`src/rtl/prio_irq_pkg.sv`:
```
// ---------------------------------------------------------------------------
// prio_irq_pkg
// Shared definitions for the priority interrupt controller:
//   MODE_FIXED / MODE_RR - selection mode values for the MODE parameter
//   state_t              - offer state machine encoding
// ---------------------------------------------------------------------------
package prio_irq_pkg;

    localparam int MODE_FIXED = 0;
    localparam int MODE_RR    = 1;

    typedef enum logic {
        IDLE  = 1'b0,
        OFFER = 1'b1
    } state_t;

endpackage

```
`src/rtl/prio_irq_ctrl_if.sv`:
```
// ---------------------------------------------------------------------------
// prio_irq_ctrl_if
// Offer handshake between the controller and the interrupt consumer.
//   req_valid : offer valid (controller -> consumer)
//   req_id    : offered source index, W bits (controller -> consumer)
//   req_ack   : consumer accepts the current offer (consumer -> controller)
// Handshake: an offer completes on a rising edge where req_valid and req_ack
// are both 1. While req_valid is 1, req_id is stable and the offer is never
// withdrawn. req_ack while req_valid is 0 has no effect.
// ---------------------------------------------------------------------------
interface prio_irq_ctrl_if #(
    parameter int N = 8
) ();
    localparam int W = (N > 1) ? $clog2(N) : 1;

    logic         req_valid;
    logic [W-1:0] req_id;
    logic         req_ack;

    modport master (output req_valid, output req_id, input req_ack);
    modport slave  (input req_valid, input req_id, output req_ack);
endinterface

```
`src/rtl/prio_enc_n.sv`:
```
// ---------------------------------------------------------------------------
// prio_enc_n
// Combinational N-input priority encoder with a movable starting point.
//   vec   [N-1:0] : candidate bits
//   start [W-1:0] : index checked first; scan proceeds downward with wrap
//   idx   [W-1:0] : first set bit found in scan order (0 when none)
//   found         : 1 when any bit of vec is set
// With start = N-1 this is a plain highest-index-wins encoder.
// ---------------------------------------------------------------------------
module prio_enc_n #(
    parameter int N = 8
) (
    input  logic [N-1:0]                        vec,
    input  logic [((N > 1) ? $clog2(N) : 1)-1:0] start,
    output logic [((N > 1) ? $clog2(N) : 1)-1:0] idx,
    output logic                                found
);
    localparam int W = (N > 1) ? $clog2(N) : 1;

    logic [W-1:0] pos;

    always_comb begin
        idx   = '0;
        found = 1'b0;
        pos   = '0;
        // The first hit in scan order wins; the found guard keeps later
        // (lower-priority) positions from overwriting it.
        for (int k = 0; k < N; k++) begin
            pos = start - W'(k);
            if (!found && vec[pos]) begin
                idx   = pos;
                found = 1'b1;
            end
        end
    end
endmodule

```
`src/rtl/prio_irq_ctrl.sv`:
```
// ---------------------------------------------------------------------------
// prio_irq_ctrl
// Registered priority interrupt controller. Request lines set sticky pending
// bits; unmasked pending bits are eligible; one eligible source at a time is
// offered on the bus handshake until acknowledged, which clears its bit.
// Ports:
//   clk, rst     : clock, synchronous active-high reset
//   ena          : allow a new selection (does not affect a live offer)
//   irq [N-1:0]  : request lines, a 1 sets the matching pending bit
//   mask_we/wd   : mask write strobe/data (1 = source masked)
//   bus          : offer handshake (req_valid, req_id, req_ack)
//   pend_any     : registered OR of pending & ~mask
//   pending_o    : pending register readback
//   mask_o       : mask register readback
//   state_o      : offer state machine state (debug)
//   last_o       : last granted index used by round-robin (debug)
// MODE: 0 = fixed priority (highest index), 1 = round-robin.
// ---------------------------------------------------------------------------
module prio_irq_ctrl
    import prio_irq_pkg::*;
#(
    parameter int N    = 8,
    parameter int MODE = MODE_FIXED
) (
    input  logic                                 clk,
    input  logic                                 rst,
    input  logic                                 ena,
    input  logic [N-1:0]                         irq,
    input  logic                                 mask_we,
    input  logic [N-1:0]                         mask_wd,
    prio_irq_ctrl_if.master                      bus,
    output logic                                 pend_any,
    output logic [N-1:0]                         pending_o,
    output logic [N-1:0]                         mask_o,
    output state_t                               state_o,
    output logic [((N > 1) ? $clog2(N) : 1)-1:0] last_o
);
    localparam int W = (N > 1) ? $clog2(N) : 1;

    state_t       state_q, state_d;
    logic [N-1:0] pending_q, pending_d;
    logic [N-1:0] mask_q, mask_d;
    logic [W-1:0] id_q, id_d;
    logic [W-1:0] last_q, last_d;
    logic         pend_any_q;

    logic [N-1:0] elig;
    logic [N-1:0] clr;
    logic [W-1:0] start;
    logic [W-1:0] sel;
    logic         sel_found;
    logic         accept;

    assign elig   = pending_q & ~mask_q;
    assign accept = (state_q == OFFER) && bus.req_ack;
    assign clr    = accept ? ({{(N-1){1'b0}}, 1'b1} << id_q) : '0;

    // Round-robin starts one below the last grant, so that grant becomes the
    // lowest priority; the W-bit subtraction wraps naturally.
    assign start = (MODE == MODE_RR) ? (last_q - 1'b1) : W'(N - 1);

    prio_enc_n #(.N(N)) u_enc (
        .vec   (elig),
        .start (start),
        .idx   (sel),
        .found (sel_found)
    );

    // A same-cycle irq re-sets a bit being cleared, so no event is lost.
    assign pending_d = (pending_q & ~clr) | irq;
    assign mask_d    = mask_we ? mask_wd : mask_q;

    always_comb begin
        state_d = state_q;
        id_d    = id_q;
        last_d  = last_q;
        case (state_q)
            IDLE: begin
                if (ena && sel_found) begin
                    id_d    = sel;
                    state_d = OFFER;
                end
            end
            OFFER: begin
                if (bus.req_ack) begin
                    state_d = IDLE;
                    if (MODE == MODE_RR) begin
                        last_d = id_q;
                    end
                end
            end
            default: state_d = IDLE;
        endcase
    end

    always_ff @(posedge clk) begin
        if (rst) begin
            state_q    <= IDLE;
            pending_q  <= '0;
            mask_q     <= '0;
            id_q       <= '0;
            last_q     <= '0;
            pend_any_q <= 1'b0;
        end else begin
            state_q    <= state_d;
            pending_q  <= pending_d;
            mask_q     <= mask_d;
            id_q       <= id_d;
            last_q     <= last_d;
            pend_any_q <= |(pending_d & ~mask_d);
        end
    end

    assign bus.req_valid = (state_q == OFFER);
    assign bus.req_id    = id_q;
    assign pend_any      = pend_any_q;
    assign pending_o     = pending_q;
    assign mask_o        = mask_q;
    assign state_o       = state_q;
    assign last_o        = last_q;
endmodule

```
`src/flat_wrapper.sv`:
```
// flat-port wrapper written by rule: the top's interface ports become plain ports
module prio_irq_ctrl_flat import prio_irq_pkg::*;
#(
    parameter int N    = 8,
    parameter int MODE = MODE_FIXED
)
  (clk, rst, ena, irq, mask_we, mask_wd, pend_any, pending_o, mask_o, state_o, last_o, bus_req_valid, bus_req_id, bus_req_ack);
  prio_irq_ctrl_if #(.N(N)) bus_i ();
  input  logic clk;
  input  logic rst;
  input  logic ena;
  input  logic [N-1:0] irq;
  input  logic mask_we;
  input  logic [N-1:0] mask_wd;
  output logic pend_any;
  output logic [N-1:0] pending_o;
  output logic [N-1:0] mask_o;
  output state_t state_o;
  output logic [((N > 1) ? $clog2(N) : 1)-1:0] last_o;
  output wire logic [$bits(bus_i.req_valid)-1:0] bus_req_valid;
  output wire logic [$bits(bus_i.req_id)-1:0] bus_req_id;
  input wire logic [$bits(bus_i.req_ack)-1:0] bus_req_ack;
  assign bus_req_valid = bus_i.req_valid;
  assign bus_req_id = bus_i.req_id;
  assign bus_i.req_ack = bus_req_ack;
  prio_irq_ctrl #(.N(N), .MODE(MODE)) u_core (.clk(clk), .rst(rst), .ena(ena), .irq(irq), .mask_we(mask_we), .mask_wd(mask_wd), .bus(bus_i), .pend_any(pend_any), .pending_o(pending_o), .mask_o(mask_o), .state_o(state_o), .last_o(last_o));
endmodule
```
`config.mk`:
```
export PLATFORM = sky130hd
export DESIGN_NAME = prio_irq_ctrl_flat
export DESIGN_NICKNAME = d
export VERILOG_FILES = /design/src/rtl/prio_irq_pkg.sv /design/src/rtl/prio_irq_ctrl_if.sv /design/src/rtl/prio_enc_n.sv /design/src/rtl/prio_irq_ctrl.sv /design/src/flat_wrapper.sv
export SDC_FILE = /design/constraint.sdc
export NUM_CORES = 1
export LEC_CHECK = 0
export BUFFER_PORTS_ARGS = -buffer_cell sky130_fd_sc_hd__buf_2
export CAP_MARGIN = 0
export CORE_MARGIN = 10
export CORE_UTILIZATION = 55
export DETAILED_ROUTE_END_ITERATION = 7
export HOLD_SLACK_MARGIN = 0.02
export PLACE_DENSITY_LB_ADDON = 0.2
export SLEW_MARGIN = 30
export SYNTH_ARGS = -nofsm -noshare
export SYNTH_HDL_FRONTEND = slang
export SYNTH_HIERARCHICAL = 1
export SYNTH_SLANG_ARGS = --single-unit
export TNS_END_PERCENT = 50
```
`constraint.sdc`:
```
create_clock -name clk -period 3.5 [get_ports clk]
set_input_delay 0.525 -clock clk [delete_from_list [all_inputs] [get_ports clk]]
set_output_delay 0.525 -clock clk [all_outputs]
set_load 0.005 [all_outputs]
```
==> results of run 1 <==
[state kept, by name, indices dropped and copies added, names as in the netlist]
register	count
u_core/pending_o	8
u_core/bus.req_valid	1
u_core/mask_o	8
u_core/bus.req_id	3
u_core/pend_any	1
[cells in the final DEF, fill, tap and decap left out, drive strengths merged, types with 3 or more instances in the layout]
cell / netlist / layout
mux2: 8 / 8
clkbuf: 6 / 3
a21oi: 12 / 12
nor3: 4 / 4
mux4: 15 / 15
nor2b: 11 / 11
nand3b: 4 / 4
inv: 8 / 8
a22oi: 3 / 3
dfxtp: 21 / 21
o221ai: 3 / 3
nor2: 28 / 28
nand2: 12 / 12
o21ai: 9 / 9
conb: 2 / 14
a31oi: 4 / 4
buf: 11 / 42
mux2i: 23 / 23
nand3: 6 / 6
[synth_stat cells, drive strengths merged, types with 2 or more instances]
master,number,share of area [%]
nor2,28,5.1
mux4,15,17
inv,8,1.5
clkbuf,6,1.1
a211oi,2,0.73
nand3b,4,1.5
buf,11,4.4
or3b,2,0.85
nand3,6,1.5
a311oi,2,0.85
nor3b,2,0.73
mux2,8,4.6
nor3,4,0.97
mux2i,23,11
o21ai,9,2.2
a22oi,3,1.1
o221ai,3,1.3
and2,2,0.61
a32oi,2,0.85
or2,2,0.61
a21oi,12,2.9
dfxtp,21,20
nand2,12,2.2
and3,2,0.61
nor2b,11,3.3
a31oi,4,1.2
xnor2,2,0.85
conb,2,0.37
nand2b,2,0.61
ha,2,1.2
[cells by family (layout without fill, tap and decap cells)]
kind of cell    count (synthesis)  after routing  share of synthesized area [%]
buf+inv                        25             54                           6.99
compound gates                 48             48                           15.8
other cells                     2             14                          0.365
simple gates                   83             83                           21.4
fa+ha+maj                       2              2                           1.22
mux                            46             46                           32.5
xor+xnor                        3              3                           1.28
flops                          21             21                           20.4
[area by class of cell]
cell class	count	area (um2)	share of cell area, %
Timing Repair Buffer	42	210	9.12
Clock buffer	3	41.3	1.79
Clock inverter	1	5.00	0.217
Multi-Input combinational cell	196	1540	66.7
Tap cell	48	60.1	2.61
Sequential cell	21	420	18.2
Inverter	8	30.0	1.30
[worst register-to-register path: stages, from the launching register on]
cell and delay, ns:
dfxtp_1 0.33, nor2b_1 0.20, mux2_1 0.33, mux4_1 0.52, o22a_1 0.27, nor4_2 0.35
nand3_1 0.13, nand3b_1 0.23, mux2i_1 0.21, nor2_1 0.05
[final timing paths]
check,depth (start not counted),slack (ns),startpoint,endpoint
max,9,0.76,u_core/pending_o[4],u_core/bus.req_id[0]
min,3,0.48,irq[7],u_core/pending_o[7]
max reg2reg,9,0.76,u_core/pending_o[4],u_core/bus.req_id[0]
min reg2reg,2,0.53,u_core/pending_o[1],u_core/pending_o[1]
[routing by layer]
metal,wire [um],track usage (%)
met1,2320,22.0
met2,2520,26.7
met3,330,3.64
met4,90,6.23
met5,0,0
[report_power, final]
group / total (mW) / internal (mW) / leakage [nW] / switching [mW]
Combinational: 0.343 / 0.162 / 0.834 / 0.181
Sequential: 0.281 / 0.258 / 0.175 / 0.0230
Clock: 0.164 / 0.0795 / 0.0255 / 0.0846
Total: 0.788 / 0.500 / 1.03 / 0.288
==> metrics.md, run 1 <==
| Metric | Value |
|---|---|
| Placed instance area | `~2300 um2` |
| DRT iter0 DRCs | `approximately 110` |
| Worst setup SP type | `flip-flop` |
| Post-synthesis cell area | `between 2000 and 2500 um2` |
| Fin. max-slew vios | `0` |
| Routability cong. | `about 0.94` |
| CP max FO | `8` |
| Worst-path clk slew | `approximately 0.08 ns` |
| TritonCTS buffer count | `3` |
| Final min period | `between 2 and 3 ns` |
| Pwr dens | `342 nW/um2` |
| Yosys cell types | `between 50 and 60` |
| Final hold slack | `0.482 ns` |
| Antenna fix cells | `0` |
| Max Cap Viol | `0` |
| Number of synthesized flops with an enable pin | `0` |
| Gr usage total | `16.9%` |
| Root buf cell | `clkbuf_8` |
| Final hold violations | `0` |
| TritonCTS clock tree | `done` |
| Post-Place Worst Slack | `approximately 0.8 ns` |
| Post-CTS setup repair buffer count | `0` |
| Main flop type after synthesis | `dfxtp_1` |
| Slew @ Worst Pin | `approximately 0.56 ns` |
| Critical path, cell by cell | `nor2b_1 > mux2_1 > mux4_1 > o22a_1 > nor4_2 > nand3_1 > nand3b_1 > mux2i_1 > nor2_1` |
| Routed WL | `roughly 5.3 mm` |
| Starting Density | `between 50 and 60%` |
| First-pass GRT wire length | `just over 9 mm` |
| CTS H-tree depth | `1` |
| Worst-skew pair later-pin latency | `approximately 0.27 ns` |
| Via Count | `1917` |
| Setup crit end kind | `flip-flop` |
| Largest net degree at the start of global routing | `22` |
| Worst vdd rail ir drop | `around 0.21 mV` |
| Synth Area per Inst | `roughly 8.9 um2` |
| Clk sinks | `21` |
| Fin nets | `between 200 and 300` |
| Rows | `22` |
| Layout Skew | `between 0.002 and 0.0025 ns` |
| Leak Pwr | `a little over 1 nW` |
| Hold WC Path Type | `input pin to flip-flop` |
| Drt drc | `0` |
| DR vias/cell | `~6.0` |
| Dpl hpwl | `around 4.2 mm` |
| Fill count | `between 300 and 400` |
| Critical path class | `flip-flop to flip-flop` |
| CTS Buffer Depth | `2` |
| Slowest Stage Delay on Critical Path | `approximately 0.52 ns` |
| Register bit total from synthesis | `21` |
| F_max | `around 360 MHz` |
| Final WS setup | `0.760 ns` |
| CTS hold repair buffers | `0` |
| Utilization after layout | `~63%` |
| WP data arrival | `between 2 and 3 ns` |
| Cells after DPL | `about 320` |
| Overall power | `788 uW` |
| Status | `complete, no violations` |
| Die height | `a little over 80 um` |
| IO Count | `46` |
| RSZ-0062 raised after global routing | `false` |
| Cell family with the largest share of critical-path delay | `multiplexers` |
| # port buffers | `42` |
| Total grt overflow | `0` |
| Critical Path RT | `roughly 3.7 ns` |
| Non-Filler Instances | `approximately 320` |
| Final TNS setup | `0 ns` |
| Final period util | `about 78%` |
| Post-synthesis instance total | `230` |
| Routed WL per cell | `around 16 um` |
| Number of antenna violations at the first check in global routing | `0` |
| CP max stage cell | `mux4_1` |
| Async SR Flop Fraction | `0%` |
| Pre-Repair DR Iteration Count | `4` |
| Synth warn | `6` |
| Fin area | `2300 um2` |
| Slew HR | `a little over three fifths` |
| Routed Antenna Nets | `0` |
| Bufs and invs on worst path | `0` |
| Die ar. | `roughly 6600 um2` |
| Core area | `between 3000 and 4000 um2` |
| Final setup fails | `0` |
| Die Wd | `slightly above 80 um` |
| # resized after CTS | `0` |
| Layout cells sized above 1 | `roughly a quarter` |
| Share of the yosys chip area belonging to registers | `approximately a fifth` |
| Vias in the first global route | `between 1500 and 2000` |
| Area growth, synth to finish | `12.0%` |
Power figures use the tool's default switching activity.
==> run 2: changes to the inputs <==
- ABC_AREA: unset -> 1
- CORE_UTILIZATION: 55 -> 53
- clock period: 3.5 -> 2.7 ns (I/O delays scaled with it)
==> metrics.md, run 2 <==
| Metric | Value |
|---|---|
| Fin nets | `344 (+17%)` |
| Fin area | `1960 um2 (-15%)` |
| Main flop type after synthesis | `dfxtp_1` |
| Die ar. | `5930 um2 (-10%)` |
| TritonCTS clock tree | `done` |
| Top cell by count, worst path | `nor2_1` |
| RSZ-0062 raised after global routing | `false` |
| CP max stage cell | `dfxtp_1` |
| Die height | `77.0 um (-5.1%)` |
| Top cells by area, synth | `dfxtp_1, nand2_1, nand3_1` |
| Pre-Repair DR Iteration Count | `4 (unchanged)` |
| Final period util | `74.7% (-3.5 points)` |
| Commonest cells in the netlist | `nand2_1, nor2_1, nand3_1` |
| F_max | `496 MHz (+36%)` |
| Routability cong. | `0.910 (-3.2%)` |
| Dpl hpwl | `3.70 mm (-11%)` |
| Rows | `20 (-9.1%)` |
| Max Cap Viol | `0 (unchanged)` |
| Routed WL per cell | `12.1 um (-27%)` |
| Final setup fails | `0 (unchanged)` |
| Fin. max-slew vios | `0 (unchanged)` |
| Total grt overflow | `0 (unchanged)` |
| Largest net degree at the start of global routing | `22 (unchanged)` |
| Vias in the first global route | `1697 (-11%)` |
| Share of the yosys chip area belonging to registers | `24.4% (+4.0 points)` |
| Root buf cell | `clkbuf_4` |
| Top cell type by total area after synthesis | `dfxtp_1` |
| Hold WC Path Type | `input pin to flip-flop` |
| Final hold slack | `0.337 ns (-0.146 ns)` |
| Clk sinks | `21 (unchanged)` |
| Sequential power share | `41.7% (+6.0 points)` |
| # port buffers | `42 (unchanged)` |
| Critical path, cell by cell | `nor2_1 > nand2_1 > nand3_1 > nand2_1 > nor2_1 > nor2_1 > nand4_4 > nor2_4 > nand3b_1 > nand2_1 > nor2_1 > inv_1 > nor2_1 > a211oi_1` |
| Critical Path RT | `2.94 ns (-0.71 ns)` |
| # resized after CTS | `0 (unchanged)` |
| Pwr dens | `432 nW/um2 (+26%)` |
| Most common cell after layout, fill and taps aside | `nand2_1` |
| Antenna fix cells | `0 (unchanged)` |
| Synth Area per Inst | `6.22 um2 (-31%)` |
| Non-Filler Instances | `364 (+14%)` |
| Area growth, synth to finish | `14.0%` |
| Critical path class | `flip-flop to flip-flop` |
| Overall power | `848 uW (+7.6%)` |
| P_sw | `335 uW (+16%)` |
| Post-Place Worst Slack | `0.730 ns (-0.0594 ns)` |
| WP data arrival | `2.25 ns (-0.64 ns)` |
| DR vias/cell | `4.95 (-18%)` |
| First-pass GRT wire length | `7.26 mm (-20%)` |
| Drt drc | `0 (unchanged)` |
| Die Wd | `77.0 um (-5.1%)` |
| Placed instance area | `1940 um2 (-14%)` |
| Routed WL | `4.40 mm (-16%)` |
| Via Count | `1802 (-6.0%)` |
| Worst-skew pair later-pin latency | `0.31 ns (+0.04 ns)` |
| IO Count | `46 (unchanged)` |
| Register bit total from synthesis | `21 (unchanged)` |
| Leak Pwr | `1.13 nW (+9.3%)` |
| Final hold violations | `0 (unchanged)` |
| CTS hold repair buffers | `0 (unchanged)` |
| Final WS setup | `0.682 ns (-0.0782 ns)` |
| Worst setup SP type | `flip-flop` |
| Number of antenna violations at the first check in global routing | `0 (unchanged)` |
| CTS Buffer Depth | `2 (unchanged)` |
| Int Power | `513 uW (+2.6%)` |
| Final TNS setup | `0 ns (unchanged)` |
| Gr usage total | `14.2% (-2.7 points)` |
| Status | `complete, no violations` |
| CP max FO | `7 (-1)` |
| Number of synthesized flops with an enable pin | `0 (unchanged)` |
| Synth top area share | `24.4% (+4.0 points)` |
| Post-synthesis cell area | `1720 um2 (-16%)` |
| TritonCTS buffer count | `3 (unchanged)` |
| Synth warn | `6 (unchanged)` |
| Yosys cell types | `33 (-40%)` |
| Core area | `3080 um2 (-15%)` |
| Layout Skew | `0.00333 ns (+0.000913 ns)` |
| Cells after DPL | `360 (+14%)` |
| Slowest Stage Delay on Critical Path | `0.38 ns (-0.14 ns)` |
| Worst vdd rail ir drop | `0.333 mV (+60%)` |
| Sw Ratio | `39.5% (+2.9 points)` |
| Routed Antenna Nets | `0 (unchanged)` |
| Worst-path clk slew | `0.11 ns (+0.03 ns)` |
| Utilization after layout | `63.8% (+0.35 points)` |
| Combinational fraction of design power | `40.5% (-3.0 points)` |
| Most frequent cells in the layout | `nand2_1, buf_2, nor2_1` |
| Setup crit end kind | `flip-flop` |
| Post-CTS setup repair buffer count | `0 (unchanged)` |
| CTS H-tree depth | `1 (unchanged)` |
| Final min period | `2.02 ns (-0.722 ns)` |
| Starting Density | `55.9% (-0.68 points)` |
| Post-synthesis instance total | `277 (+20%)` |
| DRT iter0 DRCs | `115 (+5.5%)` |
| Layout cells sized above 1 | `23.1% (-1.6 points)` |
| Clock power share | `17.8% (-3.0 points)` |
| Cell with the most instances after synthesis | `nand2_1` |
| Async SR Flop Fraction | `0% (unchanged)` |
run 2: changes by cell type after synthesis, moves of 12 or more:
cell / change
inv_1: +23
mux2i_1: -15
mux4_2: -13
nand2_1: +62
nand3_1: +25
nor2_1: +12
run 2: layout make-up:
type	instances	area (um2)
Tap cell	44	55.1
Sequential cell	21	420
Fill cell	316	1110
Multi-Input combinational cell	216	1110
Clock inverter	1	5.00
Inverter	37	139
Timing Repair Buffer	42	210
Clock buffer	3	22.5
run 2: logic make-up after synthesis:
family                     after synthesis  synth area share, %
adders and majority gates                2                 1.45
DFF                                     21                 24.4
buffers and inverters                   49                 13.0
xor gates and xnor gates                 3                 2.40
muxes                                    8                 4.65
and+or+nand+nor                        170                 46.1
other                                    2                0.436
AOI/OAI and AO/OA                       22                 7.49
run 2: final timing paths:
check / from / end / slack [ns] / cells past startpoint
worst max register to register: u_core/mask_o[3] / u_core/bus.req_id[0] / 0.68 / 14
worst min register to register: u_core/pending_o[0] / u_core/pending_o[0] / 0.50 / 2
worst min-delay path: irq[3] / u_core/pending_o[3] / 0.34 / 3
worst max-delay path: u_core/mask_o[3] / u_core/bus.req_id[0] / 0.68 / 14
run 2: power by group through the flow:
| stage | clock network (mW) | logic, mW | registers, mW |
|---|---|---|---|
| 4_1_cts | 0.156 | 0.330 | 0.353 |
| 3_3_place_gp | 0 | 0.324 | 0.360 |
| 3_5_place_dp | 0 | 0.330 | 0.360 |
| 2_1_floorplan | 0 | 0.258 | 0.360 |
| 5_1_grt | 0.166 | 0.388 | 0.357 |
| 6_report | 0.151 | 0.343 | 0.354 |
run 2: metal layers:
layer  track usage [%]  vias to the layer above  share of wire (%)  wire length, um
met4              4.74                        0                1.5               68
met1              16.0                      806                 43             1920
met2              25.4                       42                 50             2190
met3              3.38                        6                5.3              234
met5                 0                        -                  0                0
li1                  -                      948                  -                -
run 2: critical path, delay by kind of cell, from the launching register on:
kind	cells	cell delay, ns
and+or+nand+nor	12	1.27
DFF	1	0.38
buffers and inverters	1	0.15
AOI/OAI and AO/OA	1	0.15
==> run 3: changes to the inputs <==
- ABC_AREA: 1 -> 0
- CORE_UTILIZATION: 53 -> 55
- clock period: 2.7 -> 1.9 ns (I/O delays scaled with it)
==> metrics.md, run 3 (same netlist as run 1, synthesis figures left out) <==
| Metric | Value |
|---|---|
| Rows | `22 (+10%)` |
| Final period util | `126% (+51 points)` |
| Die height | `81.2 um (+5.4%)` |
| Final hold violations | `0 (unchanged)` |
| CTS H-tree depth | `1 (unchanged)` |
| Gr usage total | `18.7% (+4.6 points)` |
| Final setup fails | `4 (+4)` |
| Total grt overflow | `0 (unchanged)` |
| First-pass GRT wire length | `9.96 mm (+37%)` |
| Routed WL per cell | `17.0 um (+41%)` |
| Via Count | `2158 (+20%)` |
| CTS hold repair buffers | `0 (unchanged)` |
| Routability cong. | `0.920 (+1.0%)` |
| Drt drc | `0 (unchanged)` |
| CP max FO | `4 (-3)` |
| Post-Place Worst Slack | `-0.524 ns (-1.25 ns)` |
| TritonCTS clock tree | `done` |
| Max Cap Viol | `0 (unchanged)` |
| Bufs and invs on worst path | `0 (-1)` |
| Status | `finished with violations` |
| Failing checks | `setup timing` |
| Routed WL | `6.21 mm (+41%)` |
| Critical Path Stages | `9 (-5)` |
| RSZ-0062 raised after global routing | `true` |
| DR vias/cell | `5.91 (+19%)` |
| Leak Pwr | `1.27 nW (+12%)` |
| Cell family with the largest share of critical-path delay | `multiplexers` |
| DRT iter0 DRCs | `239 (+110%)` |
| Worst vdd rail ir drop | `0.561 mV (+69%)` |
| Area growth, synth to finish | `30.2%` |
| Worst hold stages | `3 (unchanged)` |
| Critical path class | `flip-flop to flip-flop` |
| # port buffers | `42 (unchanged)` |
| Most common cell after layout, fill and taps aside | `buf_4` |
| Critical Path RT | `2.03 ns (-0.91 ns)` |
| Vias in the first global route | `2159 (+27%)` |
| Die ar. | `6590 um2 (+11%)` |
| TritonCTS buffer count | `3 (unchanged)` |
| Fin. max-slew vios | `0 (unchanged)` |
| Die Wd | `81.2 um (+5.4%)` |
| Final WS setup | `-0.493 ns (-1.18 ns)` |
| Routed Antenna Nets | `0 (unchanged)` |
| IO Count | `46 (unchanged)` |
| Core area | `3630 um2 (+18%)` |
| Overall power | `1.63 mW (+93%)` |
| WP data arrival | `2.53 ns (+0.28 ns)` |
| Number of antenna violations at the first check in global routing | `0 (unchanged)` |
| Setup crit end kind | `flip-flop` |
| Layout Skew | `0.00460 ns (+0.00128 ns)` |
| Layout cells sized above 1 | `37.2% (+14 points)` |
| CTS Buffer Depth | `2 (unchanged)` |
| Worst setup SP type | `flip-flop` |
| Most frequent cells in the layout | `buf_4, buf_2, nor2_1` |
| Antenna fix cells | `0 (unchanged)` |
| Final min period | `2.39 ns (+0.375 ns)` |
| Worst-skew pair later-pin latency | `0.25 ns (-0.06 ns)` |
| Root buf cell | `clkbuf_8` |
| Pwr dens | `610 nW/um2 (+41%)` |
| Hold WC Path Type | `input pin to flip-flop` |
| Starting Density | `56.6% (+0.68 points)` |
| Fin nets | `341 (-0.87%)` |
| Critical path, cell by cell | `nor2b_4 > mux2_4 > mux4_2 > o22a_1 > nor4_4 > nand3_1 > nand3b_1 > mux2i_1 > nor2_1` |
| CP max stage cell | `mux4_2` |
| Clk sinks | `21 (unchanged)` |
| Slowest Stage Delay on Critical Path | `0.48 ns (+0.10 ns)` |
| Worst-path clk slew | `0.07 ns (-0.04 ns)` |
| Pre-Repair DR Iteration Count | `4 (unchanged)` |
| Dpl hpwl | `4.93 mm (+33%)` |
| Cells on worst reg2reg path | `9 (-5)` |
| Largest net degree at the start of global routing | `22 (unchanged)` |
| F_max | `418 MHz (-16%)` |
## run 3: changes by cell type in the layout (fill, tap and decap cells not counted), sizes merged, moves of 8 or more
cell   before  now
inv        37    8
mux2i       8   23
nor2       45   28
nand2      80   12
mux2        0    8
nand3      37    6
buf        42   88
mux4        0   15
nor2b       0   11
## run 3: tightest hold or removal path: cells and delay by family
kind                   cells  cell delay [ns]
AO/OA/AOI/OAI              1             0.04
buffers and inverters      1             0.10
AND/OR/NAND/NOR            1             0.07
## run 3: per-stage QoR
step | utilization, % | hold WS [ns] | cells | TNS [ns] | instance area, um2
finish | 73.7 | 0.277 | 365 | -1.81 | 2680
global route | 73.7 | 0.296 | 365 | -2.27 | 2680
CTS | 73.4 | 0.273 | 364 | -1.71 | 2670
detailed placement | 71.9 | 0.517 | 359 | -1.93 | 2610
global placement | 71.9 | 0.516 | 359 | -1.51 | 2610
floorplan | - | 0.357 | 242 | -1.33 | 2130
## run 3: worst paths after layout
path	startpoint	end	slack (ns)
hold / removal	irq[5]	u_core/pending_o[5]	0.28
hold reg to reg	u_core/mask_o[3]	u_core/mask_o[3]	0.58
setup reg to reg	u_core/pending_o[4]	u_core/bus.req_id[1]	-0.49
setup / recovery	u_core/pending_o[4]	u_core/bus.req_id[1]	-0.49
## run 3: power breakdown
part | leakage (nW) | total, mW | switching [mW] | internal, mW
combinational | 1.07 | 0.843 | 0.408 | 0.436
clock | 0.0228 | 0.284 | 0.135 | 0.149
sequential | 0.175 | 0.506 | 0.0302 | 0.476
## run 3: layout make-up
type                       instances  area, um2
sequential                        21        423
timing repair buffer              88        556
fill                             282        955
multi-input combinational        196       1570
clock buffer                       4       45.0
inverter                           8       30.0
tap                               48       60.1
## run 3: per-layer routing
metal / track usage [%] / up-vias / share of wire [%]
li1: - / 1022 / -
met1: 21.6 / 1027 / 40
met2: 33.8 / 91 / 52
met3: 2.76 / 18 / 5.4
met4: 7.79 / 0 / 2.7
met5: 0 / - / 0
## run 3: timing repair
action,in CTS,in global routing
buffers inserted,1,1
resized for setup,0,1
cloned,0,0
pin swaps,0,2
endpoints found under the setup margin,4,4
